### src/rtl/pipe_scoreboard.sv
//------------------------------------------------------------------------------
// Module   : pipe_scoreboard
// Purpose  : Hazard and bypass-control unit for the in-order MCU pipeline.
//            Tracks in-flight destination registers across NSTAGE post-decode
//            stages (stage 1 = EXE, stage NSTAGE = WB), selects the bypass
//            source for each decode operand, stalls decode on load-use and
//            unresolved dependencies, and holds EXE while a multi-cycle
//            multiply/divide op occupies stage 1.
//
// Parameters
//   NSTAGE   : post-decode stages tracked (2..6)
//   LOAD_STG : first stage whose output carries load data (2..NSTAGE)
//   MD_LAT   : cycles an M/D op occupies stage 1, first cycle included (1..64)
//   SW       : derived select width, $clog2(NSTAGE+1)
//
// Ports
//   clk, resetn                 : rising-edge clock, async active-low reset
//   issue_valid_i               : decode holds a valid instruction
//   dst_en_i, rd_i              : decoded destination write enable / index
//   rs1_i, rs2_i                : decoded source indices
//   rs1_en_i, rs2_en_i          : source actually read
//   is_load_i, is_md_i          : decoded instruction class
//   flush_i                     : redirect from EXE, kills decode instruction
//   stall_o                     : hold fetch/decode this cycle
//   src1_sel_o, src2_sel_o      : 0 = regfile, k = bypass from stage k output
//   hold_e_o                    : M/D op occupying stage 1, EXE must not advance
//   busy_o                      : M/D counter non-zero
//
// Configuration macro
//   SCB_FWD_EN : defined   -> full bypass network
//                undefined -> selects tied to 0, any in-flight match stalls
//
// Revision : 1.0  initial release
//------------------------------------------------------------------------------
`default_nettype none

module pipe_scoreboard #(
   parameter int  NSTAGE   = 3,
   parameter int  LOAD_STG = 2,
   parameter int  MD_LAT   = 4,
   localparam int SW       = $clog2(NSTAGE + 1)
) (
   input  logic          clk,
   input  logic          resetn,
   input  logic          issue_valid_i,
   input  logic          dst_en_i,
   input  logic [4:0]    rd_i,
   input  logic [4:0]    rs1_i,
   input  logic [4:0]    rs2_i,
   input  logic          rs1_en_i,
   input  logic          rs2_en_i,
   input  logic          is_load_i,
   input  logic          is_md_i,
   input  logic          flush_i,
   output logic          stall_o,
   output logic [SW-1:0] src1_sel_o,
   output logic [SW-1:0] src2_sel_o,
   output logic          hold_e_o,
   output logic          busy_o
);

   // Counter only ever holds MD_LAT-1 (max 63)
   localparam int          CW      = (MD_LAT > 1) ? $clog2(MD_LAT) : 1;
   localparam logic [CW-1:0] MD_INIT = CW'(MD_LAT - 1);

   typedef struct packed {
      logic       valid;
      logic [4:0] rd;
      logic       dst_en;
      logic       is_load;
      logic       is_md;
   } entry_t;

   entry_t         stg_q [1:NSTAGE];
   logic [CW-1:0]  md_cnt;

   logic           hold;
   logic           busy;
   logic           accept;
   logic [1:0]     op_stall;
   logic [1:0][4:0] src;
   logic [1:0]     src_en;
   logic [1:0][SW-1:0] sel;
   entry_t         new_entry;
   logic           unused_fields;

   assign src    = {rs2_i, rs1_i};
   assign src_en = {rs2_en_i, rs1_en_i};

   // The counter is only ever loaded by an M/D entry entering stage 1 and is
   // cleared together with the stages, so the stage-1 is_md bit and a non-zero
   // count always coincide; qualifying with both keeps the hold tied to the op.
   assign busy = (md_cnt != '0);
   assign hold = busy & stg_q[1].is_md;

   //---------------------------------------------------------------------------
   // Operand resolution
   //---------------------------------------------------------------------------
`ifdef SCB_FWD_EN
   logic [1:0][SW-1:0] ysel;
   logic [1:0]         yload;
   logic [1:0]         any_match;

   always_comb begin
      ysel      = '0;
      yload     = '0;
      any_match = '0;
      sel       = '0;
      op_stall  = '0;
      for (int s = 0; s < 2; s++) begin
         // Scan oldest to youngest so the lowest matching stage wins.
         for (int k = NSTAGE; k >= 1; k--) begin
            if (src_en[s] && (src[s] != 5'd0) && stg_q[k].valid &&
                stg_q[k].dst_en && (stg_q[k].rd == src[s])) begin
               ysel[s]      = SW'(k);
               yload[s]     = stg_q[k].is_load;
               any_match[s] = 1'b1;
            end
         end
         // Load data is not available before LOAD_STG; a stage-1 producer
         // that is still being held has not produced its result yet.
         op_stall[s] = any_match[s] &&
                       ((yload[s] && (ysel[s] < SW'(LOAD_STG))) ||
                        ((ysel[s] == SW'(1)) && hold));
         sel[s]      = op_stall[s] ? '0 : ysel[s];
      end
   end
`else
   logic [1:0] any_match;

   always_comb begin
      any_match = '0;
      sel       = '0;
      for (int s = 0; s < 2; s++) begin
         for (int k = 1; k <= NSTAGE; k++) begin
            if (src_en[s] && (src[s] != 5'd0) && stg_q[k].valid &&
                stg_q[k].dst_en && (stg_q[k].rd == src[s])) begin
               any_match[s] = 1'b1;
            end
         end
      end
      // Without bypass the consumer waits until the producer has written the
      // regfile, i.e. has left stage NSTAGE.
      op_stall = any_match;
   end
`endif

   // Fields carried for completeness but not consumed by this configuration.
   always_comb begin
      unused_fields = 1'b0;
      for (int k = 2; k <= NSTAGE; k++) begin
         unused_fields = unused_fields ^ stg_q[k].is_md;
      end
`ifndef SCB_FWD_EN
      unused_fields = unused_fields ^ is_load_i;
      for (int k = 1; k <= NSTAGE; k++) begin
         unused_fields = unused_fields ^ stg_q[k].is_load;
      end
`endif
   end

   //---------------------------------------------------------------------------
   // Stall / issue
   //---------------------------------------------------------------------------
   // The last cycle an M/D op spends in stage 1 is the one with the counter
   // at zero, where hold is already low; so every hold cycle stalls a valid
   // decode instruction, since stage 1 cannot accept it.
   assign stall_o = (|op_stall) | (issue_valid_i & hold);
   assign accept  = issue_valid_i & ~stall_o & ~flush_i;

   always_comb begin
      new_entry         = '0;
      new_entry.valid   = 1'b1;
      new_entry.rd      = rd_i;
      new_entry.dst_en  = dst_en_i;
      new_entry.is_load = is_load_i;
      new_entry.is_md   = is_md_i;
   end

   //---------------------------------------------------------------------------
   // Stage tracking and M/D countdown
   //---------------------------------------------------------------------------
   always_ff @(posedge clk or negedge resetn) begin
      if (!resetn) begin
         for (int k = 1; k <= NSTAGE; k++) begin
            stg_q[k] <= '0;
         end
         md_cnt <= '0;
      end else begin
         if (!hold) begin
            stg_q[1] <= accept ? new_entry : '0;
         end
         // While stage 1 is held, a bubble enters stage 2.
         stg_q[2] <= hold ? '0 : stg_q[1];
         for (int k = 3; k <= NSTAGE; k++) begin
            stg_q[k] <= stg_q[k-1];
         end

         if (accept && is_md_i) begin
            md_cnt <= MD_INIT;
         end else if (busy) begin
            md_cnt <= md_cnt - 1'b1;
         end
      end
   end

   assign src1_sel_o = sel[0];
   assign src2_sel_o = sel[1];
   assign hold_e_o   = hold;
   assign busy_o     = busy;

endmodule

`default_nettype wire

### config.mk
export PLATFORM = sky130hd
export DESIGN_NAME = pipe_scoreboard
export DESIGN_NICKNAME = d
export VERILOG_FILES = /design/src/rtl/pipe_scoreboard.sv
export SDC_FILE = /design/constraint.sdc
export NUM_CORES = 1
export LEC_CHECK = 0
export ABC_CLOCK_PERIOD_IN_PS = 2280
export CAP_MARGIN = 20
export CORE_MARGIN = 8
export CORE_UTILIZATION = 60
export DETAILED_ROUTE_END_ITERATION = 10
export DONT_BUFFER_PORTS = 1
export GPL_TIMING_DRIVEN = 0
export HOLD_SLACK_MARGIN = 0.08
export PLACE_DENSITY = 0.83
export SYNTH_ARGS = -nofsm -noshare
export SYNTH_HDL_FRONTEND = slang
export SYNTH_SLANG_ARGS = --single-unit
### constraint.sdc
create_clock -name clk -period 2.28 [get_ports clk]
set_input_delay 0.228 -clock clk [delete_from_list [all_inputs] [get_ports clk]]
set_output_delay 0.228 -clock clk [all_outputs]
set_load 0.05 [all_outputs]
==> results of run 1 <==
cell usage after synthesis:
master     instances  area [um2]
nor4_1             2        12.5
ha_1               1        12.5
nor2_1             1        3.75
inv_1              3        11.3
conb_1             1        3.75
xnor2_1           20         175
nand3_1            8        40.0
or3b_1             1        8.76
a31oi_1            1        6.26
nand4_1            6        37.5
o31ai_1            7        52.6
xor2_1            11        96.3
o21bai_1           2        15.0
clkbuf_1           2        7.51
buf_6              1        11.3
dfrtp_1           24         601
o22a_1             1        8.76
o2111ai_1          1        8.76
o21ai_1            1        5.00
o41a_2             1        12.5
o21ai_2            1        8.76
or3_1              1        6.26
or4_1              2        15.0
mux2i_1            1        10.0
nand2_1           10        37.5
nor2b_1            9        56.3
buf_4              4        30.0
o21ai_0            1        5.00
buf_2              1        5.00
per-layer routing:
metal / GRT usage (%) / vias to the layer above / routed length [um]
met5: 0 / - / 0
met4: 6.27 / 0 / 70
met3: 4.30 / 6 / 244
met2: 27.2 / 43 / 1510
met1: 16.6 / 445 / 1180
li1: - / 455 / -
cells by family (layout without fill, tap and decap cells):
family | after synthesis | in the layout
AND/OR/NAND/NOR | 40 | 40
XOR/XNOR | 31 | 31
flip-flops | 24 | 24
AO/OA/AOI/OAI | 16 | 16
buffers and inverters | 11 | 23
adder cells (fa/ha/maj) | 1 | 1
other | 1 | 4
multiplexers | 1 | 1
per-stage QoR:
step / utilization (%) / setup slack (ns) / instance area, um2
6_report: 71.1 / 0.0452 / 1510
5_1_grt: 71.1 / 0.00201 / 1510
4_1_cts: 68.8 / 0.00996 / 1460
3_5_place_dp: 63.5 / 0.112 / 1350
3_3_place_gp: 63.5 / 0.116 / 1350
2_1_floorplan: - / 0.307 / 1320
worst min-delay path by stage:
| stage | to | slack (ns) | cells after the start |
|---|---|---|---|
| floorplan | md_cnt[0] | -0.07 | 0 |
| global placement | stg_q[7] | -0.07 | 0 |
| detailed placement | stg_q[7] | -0.07 | 0 |
| CTS | md_cnt[0] | 0.13 | 2 |
| global route | stg_q[18] | 0.13 | 2 |
| finish | stg_q[18] | 0.12 | 2 |
cells in the final DEF, fill, tap and decap left out:
master          n
a31oi_2         1
buf_16          1
buf_2           1
buf_4           4
buf_6           1
clkbuf_1        1
clkbuf_2        1
clkbuf_4        3
clkbuf_8        1
conb_1          4
dfrtp_1        24
dlygate4sd3_1   7
ha_2            1
inv_1           3
mux2i_1         1
nand2_1        10
nand3_1         8
nand4_1         6
nor2_4          1
nor2b_1         8
nor2b_4         1
nor4_1          2
o2111ai_1       1
o21ai_0         1
o21ai_1         1
o21ai_2         1
o21bai_1        2
o22a_1          1
o31ai_1         7
o41a_2          1
or3_1           1
or3b_4          1
or4_1           2
xnor2_1        20
xor2_1         11
power by group through the flow:
stage,Combinational [mW],Clock [mW],Sequential [mW]
global placement,0.453,0,0.624
global route,0.573,0.242,0.641
detailed placement,0.475,0,0.634
finish,0.526,0.222,0.627
floorplan,0.410,0,0.609
CTS,0.506,0.225,0.625
flip-flops by register name, summed over array words and instances, names as in the netlist:
| register | cells |
|---|---|
| md_cnt | 2 |
| stg_q | 22 |
final cells by class:
class / instances / area (um2)
timing repair buffer: 8 / 97.6
sequential: 24 / 601
clock buffer: 4 / 36.3
fill: 164 / 616
tap: 28 / 35.0
inverter: 3 / 11.3
buffer: 8 / 55.1
multi-input combinational: 93 / 676
timing repair:
item	4_1_cts	5_1_grt
gates resized for setup	3	7
hold buffers	7	0
hold endpoints to repair	30	0
pin swaps	0	2
setup endpoints to repair	2	2
==> impl_metrics.json, run 1 <==
{
  "drt_iter0_markers": 23,
  "grt_pass1_vias": 1036,
  "via_count": 949,
  "overflow": 0,
  "clockBufferDepth": 2,
  "slew_violations": 0,
  "finalSetupTns_ns": 0,
  "dieArea_um2": 3920,
  "remaining_drc_errors": 0,
  "startpoint": "stg_q[7]",
  "path_delay_family": "compound AO/OA/AOI/OAI gates",
  "seqPwrFrac_pct": 45.6,
  "stdcell_count": 168,
  "synth_fa_ha_area_share_pct": 0.960,
  "yosys_warnings": 0,
  "cp_data_required_time_ns": 2.05,
  "core_area_um2": 2130,
  "die_w_um": 62.6,
  "synth-simple-area-share_pct": 16.7,
  "internal_power_mw": 0.855,
  "synth-seq-cells": 24,
  "clock_sinks": 24,
  "antennaDiodeCount": 0,
  "synthXorXnorAreaFrac_pct": 20.8,
  "synth_mux_area_share_pct": 0.768,
  "slowest_stage": "o41a_2",
  "htree_num_levels": 1,
  "crit_end": "stall_o",
  "max_freq_mhz": 447,
  "wl_per_cell_um": 17.9,
  "syn_inst": 125,
  "slowest_delay_ns": 0.47,
  "p_sw_share_pct": 37.9,
  "finalCritPeriodShare_pct": 98.0,
  "drive_gt1_share_pct": 13.6,
  "seq_area_frac_synth_pct": 46.1,
  "post-route-min-period_ns": 2.23,
  "path_class": "reg2out",
  "p_total_mw": 1.38,
  "place_hpwl_mm": 2.25,
  "area_growth_pct": 15.9,
  "status": "finished, final reports clean",
  "r2r_slack_ns": 0.42,
  "dp_cells": 156,
  "p_switching_mw": 0.521,
  "cts_setup_buffers": 0,
  "grt_util_all_layers_pct": 15.3,
  "cap_violations": 0,
  "syn_area_um2": 1300,
  "grt_pass1_wl_mm": 4.92,
  "start_kind": "flop",
  "via_per_inst": 5.65,
  "skew_ns": 0.00607,
  "cts_tree": "built",
  "synth_top_family_by_area": "XOR/XNOR gates",
  "cts_root_buffer": "clkbuf_4",
  "ios": 31,
  "first_pass_iters": 4,
  "min_from": "is_md_i",
  "insertion_delay_ns": 0.31,
  "r2r-end": "stg_q[20]",
  "setup_viol": 0,
  "avgSynthCellArea_um2": 10.4,
  "synth_compound_area_share_pct": 9.40,
  "power.share.combinational_pct": 38.3,
  "grt_max_degree": 25,
  "ant_nets": 0,
  "rsz0062_at_grt": "no",
  "max-vdd-ir-drop_v": 0.000769,
  "p_leak_nw": 0.638,
  "portBuffers": 0,
  "antenna_found_initial": 0,
  "numCtsBuffers": 3,
  "yosysUniqueCellTypes": 29,
  "hold_ws_ns": 0.124,
  "routed_wl_mm": 3.01,
  "critPathCaptureType": "output port",
  "reg2reg_from": "stg_q[3]",
  "die_h_um": 62.6,
  "hold_viol": 0,
  "cp.arrival_ns": 2.01,
  "gp_congestion": 0.921,
  "worst-path-buf-inv": 1,
  "crit_chain": "xnor2_1 -> nand4_1 -> o41a_2 -> buf_6 -> or3b_4",
  "fin_nets": 166,
  "hp-class": "in2reg",
  "path_depth": 5,
  "clkPwrFrac_pct": 16.2,
  "num_rows": 17,
  "reg2reg_depth": 6,
  "crit_fanout": 9,
  "cts.clk_slew.worst_paths_ns": 0.13,
  "initial_utilization_pct": 61.3,
  "powerDensity_nw_per_um2": 910
}
(Power assumes the default switching activity.)
==> run 2: changes to the inputs <==
--- a/config.mk
+++ b/config.mk
@@ -11,9 +11,8 @@
 export CORE_UTILIZATION = 60
 export DETAILED_ROUTE_END_ITERATION = 10
 export DONT_BUFFER_PORTS = 1
-export GPL_TIMING_DRIVEN = 0
 export HOLD_SLACK_MARGIN = 0.08
-export PLACE_DENSITY = 0.83
+export PLACE_DENSITY_LB_ADDON = 0.3
 export SYNTH_ARGS = -nofsm -noshare
 export SYNTH_HDL_FRONTEND = slang
 export SYNTH_SLANG_ARGS = --single-unit
==> impl_metrics.json, run 2 (synthesized netlist as in run 1, its figures left out) <==
{
  "core_area_um2": 2130,
  "finalSetupTns_ns": 0,
  "fin_ws_ns": 0.0590,
  "path_delay_family": "compound AO/OA/AOI/OAI gates",
  "crit_chain": "xnor2_1 -> nand4_1 -> o41a_2 -> or3b_4 -> buf_12",
  "hold_viol": 0,
  "critPathCaptureType": "output port",
  "setup_viol": 0,
  "post-route-min-period_ns": 2.22,
  "area_growth_pct": 15.0,
  "gp_congestion": 0.895,
  "hp-class": "in2reg",
  "first_pass_iters": 4,
  "die_w_um": 62.6,
  "initial_utilization_pct": 61.3,
  "cp_data_required_time_ns": 2.05,
  "max_freq_mhz": 450,
  "insertion_delay_ns": 0.31,
  "slew_violations": 0,
  "wl_per_cell_um": 17.4,
  "regMostFlops": "stg_q",
  "via_per_inst": 5.79,
  "p_leak_nw": 0.622,
  "cp.arrival_ns": 1.99,
  "rsz0062_at_grt": "yes",
  "most-common-layout-cells": "dfrtp_1 (24), xnor2_1 (20), xor2_1 (11)",
  "reg_top3": "stg_q: 22 flops, md_cnt: 2 flops",
  "cts_tree": "built",
  "dieArea_um2": 3920,
  "path_class": "reg2out",
  "slowest_stage": "o41a_2",
  "start_kind": "flop",
  "via_count": 950,
  "cts_root_buffer": "clkbuf_4",
  "skew_ns": 0.000624,
  "place_hpwl_mm": 2.10,
  "ant_nets": 0,
  "crit_fanout": 9,
  "slowest_delay_ns": 0.54,
  "largest_reg_flops": 22,
  "powerDensity_nw_per_um2": 923,
  "tightest_slew_ns": 0.507,
  "remaining_drc_errors": 0,
  "dp_cells": 151,
  "status": "finished, final reports clean",
  "drive_gt1_share_pct": 12.5,
  "num_rows": 17,
  "antenna_found_initial": 0,
  "clockBufferDepth": 2,
  "pre_cts_ws_ns": 0.270,
  "worst-path-buf-inv": 1,
  "cts.clk_slew.worst_paths_ns": 0.13,
  "portBuffers": 0,
  "cap_violations": 0,
  "drt_iter0_markers": 12,
  "startpoint": "stg_q[3]",
  "grt_pass1_vias": 1007,
  "min_from": "is_md_i",
  "stdcell_count": 164,
  "final_common_cell": "dfrtp_1",
  "max_slew_margin_pct": 66.2,
  "fin_nets": 162,
  "htree_num_levels": 1,
  "ios": 31,
  "grt_util_all_layers_pct": 14.9,
  "max-vdd-ir-drop_v": 0.000836,
  "die_h_um": 62.6,
  "finalCritPeriodShare_pct": 97.4,
  "overflow": 0,
  "clock_sinks": 24,
  "antennaDiodeCount": 0,
  "routed_wl_mm": 2.86,
  "grt_max_degree": 25,
  "numCtsBuffers": 3,
  "reg2reg_from": "stg_q[22]",
  "grt_pass1_wl_mm": 4.80
}
==> run 2: cell count changes in the layout (fill, tap and decap cells not counted), sizes merged <==
cell | before | now
clkbuf | 6 | 4
buf | 7 | 5
==> run 2: worst paths after layout <==
check                                 end  slack [ns]  depth (start not counted)
worst max-delay path              stall_o        0.06                          5
worst min-delay path            stg_q[18]        0.13                          2
worst max register to register  stg_q[24]        0.53                          6
worst min register to register   stg_q[8]        0.42                          0
max in group asynchronous       stg_q[11]        1.59                          2
min in group asynchronous        stg_q[5]        0.27                          1
==> run 2: per-stage QoR <==
stage,power [mW],hold slack (ns),area (um2),utilization [%]
floorplan,1.02,-0.0676,1320,-
global route,1.47,0.134,1500,70.5
finish,1.38,0.125,1500,70.5
CTS,1.36,0.128,1450,68.1
detailed placement,1.12,-0.0670,1330,62.7
global placement,1.10,-0.0669,1330,62.7
==> run 2: where the power goes <==
part / leakage, nW / switching [mW] / total (mW) / internal [mW]
clock network: 0.0210 / 0.125 / 0.222 / 0.0975
registers: 0.317 / 0.0883 / 0.621 / 0.533
logic: 0.284 / 0.309 / 0.540 / 0.231
==> run 2: timing repair <==
| action | in CTS | in global routing |
|---|---|---|
| endpoints found under the hold margin | 30 | 0 |
| hold buffers | 7 | 0 |
| setup endpoints to repair | 1 | 1 |
| resized for setup | 2 | 3 |
| pin swaps | 0 | 5 |
| setup buffers | 0 | 1 |
==> run 2: layout make-up <==
| class | instances | area (um2) |
|---|---|---|
| multi-input combinational | 93 | 676 |
| timing repair buffer | 12 | 140 |
| tap | 28 | 35.0 |
| clock buffer | 4 | 36.3 |
| sequential | 24 | 601 |
| fill | 164 | 628 |
| inverter | 3 | 11.3 |
==> run 2: per-layer routing <==
layer / share of wire (%) / routed length, um / vias up / global-route usage [%]
li1: - / - / 445 / -
met1: 43 / 1240 / 469 / 17.3
met2: 47 / 1350 / 32 / 24.3
met3: 8.3 / 237 / 4 / 5.38
met4: 0.84 / 24 / 0 / 5.70
met5: 0 / 0 / - / 0
==> run 3: changes to the inputs <==
--- a/config.mk
+++ b/config.mk
@@ -7,7 +7,6 @@
 export LEC_CHECK = 0
 export ABC_CLOCK_PERIOD_IN_PS = 2280
 export CAP_MARGIN = 20
-export CORE_MARGIN = 8
 export CORE_UTILIZATION = 60
 export DETAILED_ROUTE_END_ITERATION = 10
 export DONT_BUFFER_PORTS = 1
==> impl_metrics.json, run 3 (synthesized netlist as in run 1, its figures left out) <==
{
  "reg2reg_depth": 6,
  "num_rows": 16,
  "cap_violations": 0,
  "gp_congestion": 0.847,
  "die_h_um": 48.6,
  "cts_tree": "built",
  "start_kind": "flop",
  "clock_sinks": 24,
  "max-vdd-ir-drop_v": 0.000667,
  "hp-class": "in2reg",
  "crit_chain": "xnor2_1 -> nand4_1 -> o41a_2 -> or3b_4 -> buf_12",
  "cts.clk_slew.worst_paths_ns": 0.13,
  "area_growth_pct": 15.2,
  "overflow": 0,
  "crit_fanout": 2,
  "post-route-min-period_ns": 2.19,
  "fin_nets": 163,
  "setup_viol": 0,
  "cts_root_buffer": "clkbuf_4",
  "routed_wl_mm": 2.83,
  "reg_top3": "stg_q: 22 flops, md_cnt: 2 flops",
  "p_sw_share_pct": 37.9,
  "placed_cell_area_um2": 1340,
  "drive_gt1_share_pct": 13.1,
  "power.share.combinational_pct": 38.8,
  "cp.arrival_ns": 1.96,
  "ios": 31,
  "reg2reg_from": "stg_q[7]",
  "dieArea_um2": 2360,
  "max_freq_mhz": 457,
  "via_count": 983,
  "grt_max_degree": 25,
  "max_slew_margin_pct": 65.1,
  "design_area_um2": 1500,
  "cp_data_required_time_ns": 2.05,
  "antennaDiodeCount": 0,
  "hold_end": "stg_q[18]",
  "skew_ns": 0.00315,
  "drt_iter0_markers": 29,
  "clkPwrFrac_pct": 16.1,
  "p_switching_mw": 0.527,
  "via_per_inst": 5.99,
  "slowest_delay_ns": 0.48,
  "initial_utilization_pct": 65.1,
  "hold_viol": 0,
  "core_area_um2": 2000,
  "antenna_found_initial": 0,
  "slowest_stage": "o41a_2",
  "grt_pass1_wl_mm": 4.46,
  "path_class": "reg2out",
  "first_pass_iters": 4,
  "final_common_cell": "dfrtp_1",
  "regMostFlops": "stg_q",
  "r2r_slack_ns": 0.44,
  "seqPwrFrac_pct": 45.1,
  "p_leak_nw": 0.621,
  "ant_nets": 0,
  "slew_violations": 0,
  "r2r-end": "md_cnt[1]",
  "wl_per_cell_um": 17.3,
  "clockBufferDepth": 2,
  "grt_pass1_vias": 975,
  "most-common-layout-cells": "dfrtp_1 (23), xnor2_1 (20), xor2_1 (11)",
  "min_from": "is_md_i",
  "p_total_mw": 1.39,
  "htree_num_levels": 1,
  "portBuffers": 0,
  "path_delay_family": "compound AO/OA/AOI/OAI gates",
  "finalCritPeriodShare_pct": 95.9,
  "tightest_slew_ns": 0.522,
  "insertion_delay_ns": 0.31,
  "internal_power_mw": 0.863,
  "grt_util_all_layers_pct": 25.4,
  "powerDensity_nw_per_um2": 925,
  "critPathCaptureType": "output port",
  "status": "finished, final reports clean",
  "die_w_um": 48.6,
  "place_hpwl_mm": 2.06,
  "numCtsBuffers": 3,
  "largest_reg_flops": 22,
  "remaining_drc_errors": 0,
  "worst-path-buf-inv": 1,
  "whs_path_depth": 2
}
-- run 3: cell types whose count changed in the layout (fill, tap and decap cells not counted) --
cell / change
nor2_4: +1
buf_8: +1
nor4_2: -1
a31oi_2: -1
nor4_1: +1
dfrtp_2: +1
buf_4: +1
dfrtp_1: -1
buf_16: -1
nor2_2: -1
a31oi_4: +1
-- run 3: cell type report --
type | count | area [um2]
Multi-Input combinational cell | 93 | 683
Sequential cell | 24 | 602
Fill cell | 140 | 500
Timing Repair Buffer | 13 | 135
Clock buffer | 4 | 36.3
Tap cell | 27 | 33.8
Inverter | 3 | 11.3
-- run 3: metrics by stage --
step	hold WS (ns)	utilization (%)	instances	setup TNS, ns	worst slack (ns)
detailed placement	-0.0671	66.9	151	0	0.313
finish	0.137	75.0	164	0	0.0927
global route	0.138	75.0	164	-0.00119	-0.00119
floorplan	-0.0676	-	128	0	0.307
CTS	0.125	72.7	162	0	0.0189
global placement	-0.0670	66.9	151	0	0.359
-- run 3: power groups by stage --
stage          clock network (mW)  registers, mW  logic (mW)
3_5_place_dp                    0          0.634       0.495
2_1_floorplan                   0          0.609       0.410
4_1_cts                     0.229          0.624       0.515
5_1_grt                     0.249          0.639       0.587
6_report                    0.224          0.627       0.539
3_3_place_gp                    0          0.626       0.474
-- run 3: how the worst max path moves through the flow --
stage               startpoint  endpoint  slack, ns  cells past startpoint
global route          stg_q[4]   stall_o     -0.001                      6
finish                stg_q[7]   stall_o       0.09                      5
floorplan             rs2_i[1]   stall_o       0.31                      5
detailed placement   stg_q[15]   stall_o       0.31                      6
global placement      rs2_i[1]   stall_o       0.36                      5
CTS                  stg_q[23]   stall_o       0.02                      6
-- run 3: metal layers --
metal | part of all wire (%) | track usage, %
met5 | 0 | 0
met4 | 1.1 | 10.3
met3 | 6.1 | 5.03
met2 | 53 | 42.8
met1 | 40 | 31.8
-- run 3: timing repair --
item,4_1_cts,5_1_grt
hold buffers,7,0
endpoints found under the setup margin,1,1
buffers inserted,0,1
gates resized for setup,2,5
pin swaps,0,1
hold endpoints to repair,30,0
